## config.mk

```make
export PLATFORM = sky130hd
export DESIGN_NAME = traffic_fsm
export DESIGN_NICKNAME = d
export VERILOG_FILES = /design/src/rtl/traffic_fsm.sv
export SDC_FILE = /design/constraint.sdc
export NUM_CORES = 1
export LEC_CHECK = 0
export ABC_AREA = 0
export BUFFER_PORTS_ARGS = -buffer_cell sky130_fd_sc_hd__clkbuf_2
export CAP_MARGIN = 0
export CORE_AREA = 3 3 51 53
export CTS_CLUSTER_DIAMETER = 30
export CTS_CLUSTER_SIZE = 40
export DETAILED_ROUTE_END_ITERATION = 16
export DIE_AREA = 0 0 54 56
export PLACE_DENSITY_LB_ADDON = 0.08
export SLEW_MARGIN = 20
export SYNTH_ARGS = -nofsm -noshare
export SYNTH_HDL_FRONTEND = slang
export SYNTH_SLANG_ARGS = --single-unit
```

## constraint.sdc

```tcl
create_clock -name clock -period 1.9 [get_ports clock]
set_input_delay 0.38 -clock clock [delete_from_list [all_inputs] [get_ports clock]]
set_output_delay 0.38 -clock clock [all_outputs]
set_load 0.03 [all_outputs]
```

## src/rtl/traffic_fsm.sv

```systemverilog
// traffic_fsm -- main/side road intersection controller with pedestrian walk.
//
// Ports:
//   clock        system clock, rising edge
//   reset        synchronous, active-low reset
//   tick         one-cycle timing enable from the prescaler
//   sensor_sync  side-road vehicle present (synchronized)
//   wr_sync      pedestrian walk request (synchronized)
//   prog_sync    restart request (synchronized), forces MG
//   main_light   main-road lamps {R,Y,G}, registered
//   side_light   side-road lamps {R,Y,G}, registered
//   walk_light   pedestrian walk lamp, registered
//   state        current state code, registered
//
// state | meaning
// ------+---------------------------------------------
// MG  0 | main green, side red
// MY  1 | main yellow, side red
// WK  2 | all red, pedestrian walk
// SG  3 | main red, side green (one optional extension)
// SY  4 | main red, side yellow
module traffic_fsm #(
  parameter int unsigned BASE = 6,
  parameter int unsigned EXT  = 3,
  parameter int unsigned YEL  = 2
) (
  input  logic       clock,
  input  logic       reset,
  input  logic       tick,
  input  logic       sensor_sync,
  input  logic       wr_sync,
  input  logic       prog_sync,
  output logic [2:0] main_light,
  output logic [2:0] side_light,
  output logic       walk_light,
  output logic [2:0] state
);

  typedef enum logic [2:0] {
    S_MG = 3'd0,
    S_MY = 3'd1,
    S_WK = 3'd2,
    S_SG = 3'd3,
    S_SY = 3'd4
  } state_e;

  localparam logic [3:0] BASE_LD = 4'(BASE - 1);
  localparam logic [3:0] EXT_LD  = 4'(EXT - 1);
  localparam logic [3:0] YEL_LD  = 4'(YEL - 1);

  localparam logic [2:0] L_RED = 3'b100;
  localparam logic [2:0] L_YEL = 3'b010;
  localparam logic [2:0] L_GRN = 3'b001;

  state_e     state_q, state_d;
  logic [3:0] timer_q, timer_d;
  logic       walk_pending_q, walk_pending_d;
  logic       ext_used_q, ext_used_d;
  logic [2:0] main_q, main_d;
  logic [2:0] side_q, side_d;
  logic       walk_q, walk_d;
  logic       enter_wk;
  logic       expire;

  assign expire = tick && (timer_q == 4'd0);

  always_comb begin
    state_d    = state_q;
    timer_d    = timer_q;
    ext_used_d = ext_used_q;
    enter_wk   = 1'b0;

    if (prog_sync) begin
      state_d    = S_MG;
      timer_d    = BASE_LD;
      ext_used_d = 1'b0;
    end else begin
      case (state_q)
        S_MG, S_MY, S_WK, S_SG, S_SY: begin
          if (tick && (timer_q != 4'd0)) begin
            timer_d = timer_q - 4'd1;
          end else if (expire) begin
            case (state_q)
              S_MG: begin
                if (sensor_sync || walk_pending_q) begin
                  state_d = S_MY;
                  timer_d = YEL_LD;
                end else begin
                  timer_d = BASE_LD;
                end
              end
              S_MY: begin
                if (walk_pending_q) begin
                  state_d  = S_WK;
                  timer_d  = EXT_LD;
                  enter_wk = 1'b1;
                end else begin
                  state_d    = S_SG;
                  timer_d    = BASE_LD;
                  ext_used_d = 1'b0;
                end
              end
              S_WK: begin
                state_d    = S_SG;
                timer_d    = BASE_LD;
                ext_used_d = 1'b0;
              end
              S_SG: begin
                // A waiting side-road vehicle buys one extension per visit.
                if (sensor_sync && !ext_used_q) begin
                  timer_d    = EXT_LD;
                  ext_used_d = 1'b1;
                end else begin
                  state_d = S_SY;
                  timer_d = YEL_LD;
                end
              end
              default: begin
                state_d = S_MG;
                timer_d = BASE_LD;
              end
            endcase
          end
        end
        default: begin
          state_d = S_MG;
          timer_d = BASE_LD;
        end
      endcase
    end

    // A request arriving on the WK entry cycle survives and is served again.
    walk_pending_d = wr_sync | (walk_pending_q & ~enter_wk);
  end

  // Lamps decode from the next state so they change on the same edge.
  always_comb begin
    main_d = L_RED;
    side_d = L_RED;
    walk_d = 1'b0;
    case (state_d)
      S_MG:    main_d = L_GRN;
      S_MY:    main_d = L_YEL;
      S_WK:    walk_d = 1'b1;
      S_SG:    side_d = L_GRN;
      S_SY:    side_d = L_YEL;
      default: main_d = L_GRN;
    endcase
  end

  always_ff @(posedge clock) begin
    if (!reset) begin
      state_q        <= S_MG;
      timer_q        <= BASE_LD;
      walk_pending_q <= 1'b0;
      ext_used_q     <= 1'b0;
      main_q         <= L_GRN;
      side_q         <= L_RED;
      walk_q         <= 1'b0;
    end else begin
      state_q        <= state_d;
      timer_q        <= timer_d;
      walk_pending_q <= walk_pending_d;
      ext_used_q     <= ext_used_d;
      main_q         <= main_d;
      side_q         <= side_d;
      walk_q         <= walk_d;
    end
  end

  assign main_light = main_q;
  assign side_light = side_q;
  assign walk_light = walk_q;
  assign state      = state_q;

endmodule

```

==> results of run 1 <==
-- stage by stage --
step	power, uW	std cells	setup slack, ns
CTS	611	131	0.195
detailed placement	388	127	0.215
floorplan	375	88	0.469
finish	602	131	0.191
global placement	387	127	0.215
global route	630	131	0.0758
-- registers in the layout, summed over array words and instances (netlist names) --
signal / cells
timer_q: 4
walk_pending_q: 1
state: 3
walk_light: 1
side_light: 3
main_light: 3
ext_used_q: 1
-- layout make-up --
class	instances	area, um^2
Tap cell	28	35.0
Inverter	5	18.8
Clock buffer	4	36.3
Fill cell	230	1270
Timing Repair Buffer	15	75.1
Sequential cell	16	320
Multi-Input combinational cell	63	437
-- synth_stat cells (all sizes together) --
master | count | area share (%)
o31ai | 2 | 1.8
a21o | 2 | 1.8
o41ai | 1 | 1.1
and2 | 2 | 1.5
nor3b | 1 | 0.92
nand2b | 4 | 3.4
nand4 | 1 | 0.77
nor2 | 9 | 4.2
a31oi | 2 | 1.5
o21a | 3 | 2.9
o221ai | 1 | 1.1
nand4bb | 1 | 1.4
a21oi | 10 | 6.6
buf | 4 | 4.6
nand3 | 1 | 0.61
and2b | 1 | 0.92
or2 | 2 | 1.5
o211a | 1 | 1.2
ha | 1 | 1.5
o22a | 1 | 1.2
nand2 | 3 | 1.4
o22ai | 1 | 0.77
nor4 | 1 | 1.5
and4bb | 1 | 2.0
a211oi | 1 | 2.5
nand3b | 1 | 0.92
dfxtp | 16 | 39
or4b | 1 | 1.2
a2bb2oi | 1 | 1.1
o21ai | 3 | 2.3
nor3 | 1 | 0.61
o21ba | 2 | 2.5
and3 | 1 | 0.77
inv | 5 | 2.3
-- worst reg2reg max path, cell delays in order, from the launching register on --
cell and delay (ns):
dfxtp_1 0.34, inv_1 0.06, ha_1 0.22, nand4bb_1 0.35, nor4_2 0.41, o21ba_2 0.18
a21oi_1 0.04
-- final timing paths --
kind	to	cells past startpoint	slack, ns
setup / recovery	side_light[2]$_SDFF_PN1_	6	0.19
hold / removal	walk_pending_q$_SDFF_PN0_	2	0.31
setup reg to reg	side_light[2]$_SDFF_PN1_	6	0.19
hold reg to reg	ext_used_q$_SDFFE_PP0P_	2	0.49
-- power groups by stage --
stage	registers [uW]	clock network (uW)	logic (uW)
CTS	341	231	38.7
detailed placement	349	0	38.5
global route	342	245	43.3
floorplan	348	0	27.1
finish	341	222	37.9
global placement	349	0	38.2
-- layout by cell type, fill, tap and decap left out, types with 2 or more instances in the layout --
master | Yosys | layout
or2_1 | 2 | 2
a21o_1 | 2 | 2
a21oi_1 | 9 | 9
inv_1 | 5 | 5
o31ai_1 | 2 | 2
nor2_1 | 9 | 9
nand2b_1 | 3 | 3
clkbuf_4 | 0 | 3
clkbuf_2 | 0 | 15
a31oi_1 | 2 | 2
dfxtp_1 | 16 | 16
nand2_1 | 3 | 3
o21a_1 | 2 | 2
-- per-layer routing --
metal	GRT usage (%)	up-vias
li1	-	350
met1	17.2	319
met2	16.8	15
met3	2.41	0
met4	2.14	0
met5	0	-
-- kinds of logic after synthesis --
group | Yosys count
compound gates | 31
simple gates | 31
flops | 16
buf+inv | 9
fa+ha+maj | 1
==> impl_metrics.toml, run 1 <==
[run_status]
status = "finished clean"

[place]
postPlaceCellArea_um2 = 886
dp.final_hpwl_um = 1230
port_buffers = 15
finalWeightedCongestion = 0.741

[clocking]
cts_resized = 0
clk_pin_slew_ns = 0.09
postCtsSetupRepairBufs = 0
cts.sinks = 16
cts_root_buf = "clkbuf_4"
ctsHoldBuffers = 0
cts_tree = "built"
clk_latency_ns = 0.28
numCtsBuffers = 3
htreeDepth = 1
clockBufferDepth = 2

[floorplanning]
chipWidth_um = 54
die_h_um = 56
start_util_pct = 37.1
num_rows = 17
pin_count = 16
coreArea_mm2 = 0.00219
design.die.area_mm2 = 0.00302

[global_route]
grt.total_usage_pct = 11.5
grt_antenna_before_repair = 0
grt.overflow.total = 0
grt_max_degree = 16
grt_pass1_vias = 632
grt_pass1_wl_um = 2720

[detailed_routing]
met3_length_um = 90
wirelength_um = 1610
viasPerCell = 5.22
met2_length_um = 678
drt_iter0_markers = 15
highest_layer = "met3"
antenna_left = 0
wl_per_cell_um = 12.3
m1WireLength_um = 846
first_pass_iters = 4
drc = 0
route.vias.total = 684

[synth]
synthesis.area_um2 = 813
ys_seq_area_share_pct = 39.4
yosysUniqueCellTypes = 42
synth_compound_area_share_pct = 28.5
synth.avg_cell_area_um2 = 9.24
muxShareOfSynthArea_pct = 0
synth_top_family_by_area = "compound AO/OA/AOI/OAI gates"
synthCells = 88
synth_fa_ha_area_share_pct = 1.54
yosys.area_share.simple_pct = 23.7
ys_ff_latch = 16
yosys_warnings = 0
synth_xor_area_share_pct = 0
synth_nets = 95

[critical_path]
cp_cell_sequence = "inv_1, ha_1, nand4bb_1, nor4_2, o21ba_2, a21oi_1"
required_ns = 2.07
slowest_stage = "nor4_2"
timing_worst_setup_path_type = "register to register"
path_buf_inv = 1
worstPathMaxFanout = 8
critPathCaptureType = "register"
max_stage_delay_ns = 0.40
critPathTopFamily = "simple AND/OR/NAND/NOR gates"
reg2reg_from = "timer_q[0]$_SDFFE_PP1P_"
startpoint_type = "register"
crit_arrival_ns = 1.88
crit_path_start = "timer_q[0]$_SDFFE_PP1P_"

[power_and_ir_drop]
irDropWorstVdd_mv = 0.274
power_frac_seq_pct = 56.7
p_comb_share_pct = 6.3
switching_share_pct = 21.6
power_leakage_uw = 0.000380
clock_power_share_pct = 37.0
p_int_uw = 472
power_switching_uw = 130
p_per_area_mw_per_mm2 = 652

[final_layout]
diodes = 0
design_area_um2 = 922
area_growth_pct = 13.4
nNetsFinal = 111
postLayoutCoreUtil_pct = 42.1
drive_gt1_share_pct = 27.2

[timing]
maxSlewHeadroom_pct = 69.2
hold_violations = 0
fmax_mhz = 585
worst_pin_slew_ns = 0.461
rsz0062_at_grt = "no"
drv_slew = 0
hold_ws_ns = 0.305
fin_crit_sh_pct = 89.9
period_needed_ns = 1.71
clock_skew_ns = 0.00121
setup_tns_ns = 0
finalSetupViolCount = 0

[run]
cap_violations = 0

[worst_hold_path]
worstHoldStart = "wr_sync"
holdCritPathClass = "input pin to register"
(Power assumes the default switching activity.)
==> run 2: changes to the inputs <==
--- a/config.mk
+++ b/config.mk
@@ -9,6 +9,7 @@
 export BUFFER_PORTS_ARGS = -buffer_cell sky130_fd_sc_hd__clkbuf_2
 export CAP_MARGIN = 0
 export CORE_AREA = 3 3 51 53
+export CTS_BUF_LIST = sky130_fd_sc_hd__clkbuf_8
 export CTS_CLUSTER_DIAMETER = 30
 export CTS_CLUSTER_SIZE = 40
 export DETAILED_ROUTE_END_ITERATION = 16
==> run 2 against run 1 <==
  * Largest cell class unchanged
  * Highest routed layer is now met4
  * Non-clock buffer count unchanged
  * Largest power group unchanged
  * Sequential share of layout area down 0.69 points
  * Routed wire length up 0.68%
  * Clock power up 35%
  * Core utilization up 0.86 points
  * Critical path depth unchanged
==> impl_metrics.toml, run 2 (synthesis results as in run 1) <==
[run_status]
status = "finished clean"

[clocking]
clk_pin_slew_ns = 0.06
numCtsBuffers = 3
cts.sinks = 16
ctsHoldBuffers = 0
clk_latency_ns = 0.25
postCtsSetupRepairBufs = 0
cts_resized = 0
clockBufferDepth = 2
cts_tree = "built"
htreeDepth = 1
cts_root_buf = "clkbuf_8"

[timing]
clock_skew_ns = 0.00278
rsz0062_at_grt = "no"
hold_violations = 0
period_needed_ns = 1.70
finalSetupViolCount = 0
fin_crit_sh_pct = 89.6
fmax_mhz = 588
setup_tns_ns = 0
drv_slew = 0
maxSlewHeadroom_pct = 69.8
worst_pin_slew_ns = 0.453

[global_route]
grt_max_degree = 16
grt.overflow.total = 0
grt.total_usage_pct = 12.5
grt_antenna_before_repair = 0
grt_pass1_vias = 641
grt_pass1_wl_um = 2780

[floorplanning]
die_h_um = 56
start_util_pct = 37.1
design.die.area_mm2 = 0.00302
num_rows = 17
chipWidth_um = 54
coreArea_mm2 = 0.00219
pin_count = 16

[critical_path]
slowest_stage = "nor4_2"
max_stage_delay_ns = 0.40
path_buf_inv = 1
startpoint_type = "register"
critPathTopFamily = "simple AND/OR/NAND/NOR gates"
required_ns = 2.03
timing_worst_setup_path_type = "register to register"
cp_cell_sequence = "inv_1, ha_1, nand4bb_1, nor4_2, o21ba_2, a21oi_1"
crit_arrival_ns = 1.83
critPathCaptureType = "register"
worstPathMaxFanout = 8

[detailed_routing]
drc = 0
route.vias.total = 692
wl_per_cell_um = 12.4
viasPerCell = 5.28
drt_iter0_markers = 12
antenna_left = 0
wirelength_um = 1630
first_pass_iters = 4

[power_and_ir_drop]
irDropWorstVdd_mv = 0.320
switching_share_pct = 20.6
p_comb_share_pct = 5.6
power_leakage_uw = 0.000388
power_switching_uw = 140
clock_power_share_pct = 44.1
p_int_uw = 539
p_per_area_mw_per_mm2 = 722
power_frac_seq_pct = 50.3
total_power_uw = 680

[worst_hold_path]
holdCritPathClass = "input pin to register"

[final_layout]
final_cell_mix = "dfxtp_1 (16), clkbuf_2 (15), a21oi_1 (9), nor2_1 (9), inv_1 (5)"
diodes = 0
mostFrequentLayoutCell = "dfxtp_1"
area_growth_pct = 15.7
drive_gt1_share_pct = 27.2
nNetsFinal = 111
top_register = "timer_q"
largest_reg_flops = 4

[place]
dp.final_hpwl_um = 1230
finalWeightedCongestion = 0.741
port_buffers = 15

[run]
cap_violations = 0
## run 2: changes by cell type in the layout (fill, tap and decap cells not counted)
cell      delta
clkbuf_8     +3
clkbuf_4     -3
## run 2: layout make-up
cell class / count / area [um^2]
Multi-Input combinational cell: 63 / 437
Fill cell: 225 / 1250
Timing Repair Buffer: 15 / 75.1
Tap cell: 28 / 35.0
Inverter: 5 / 18.8
Clock buffer: 4 / 55.1
Sequential cell: 16 / 320
## run 2: path summary, 6_finish.rpt
path,from,end,slack [ns],cells after the start
worst max register to register,timer_q[0]$_SDFFE_PP1P_,side_light[2]$_SDFF_PN1_,0.20,6
worst min register to register,ext_used_q$_SDFFE_PP0P_,ext_used_q$_SDFFE_PP0P_,0.49,2
worst max-delay path,timer_q[0]$_SDFFE_PP1P_,side_light[2]$_SDFF_PN1_,0.20,6
worst min-delay path,wr_sync,walk_pending_q$_SDFF_PN0_,0.33,2
## run 2: worst register-to-register path: cells and delay by family (launching register included)
kind,cells,cell delay [ns]
compound gates,2,0.22
fa+ha+maj,1,0.22
buf+inv,1,0.06
flops,1,0.33
simple gates,2,0.75
## run 2: metal layers
metal	up-vias	global-route usage [%]	part of all wire, %
li1	350	-	-
met1	323	17.2	51
met2	16	17.0	41
met3	3	2.41	5.6
met4	0	8.54	2.6
met5	-	0	0
## run 2: per-stage QoR
step           hold WS [ns]  instances  utilization [%]  instance area [um^2]  setup WS [ns]
2_1_floorplan         0.443         88                -                   813          0.469
3_3_place_gp          0.475        127             40.4                   886          0.215
3_5_place_dp          0.481        127             40.4                   886          0.215
4_1_cts               0.330        131             42.9                   941          0.201
5_1_grt               0.345        131             42.9                   941         0.0823
6_report              0.334        131             42.9                   941          0.198
## run 2: power groups by stage
stage	combinational (uW)	sequential (uW)	clock, uW
4_1_cts	38.7	341	315
5_1_grt	43.3	342	334
2_1_floorplan	27.1	348	0
6_report	37.9	342	300
3_5_place_dp	38.5	349	0
3_3_place_gp	38.2	349	0
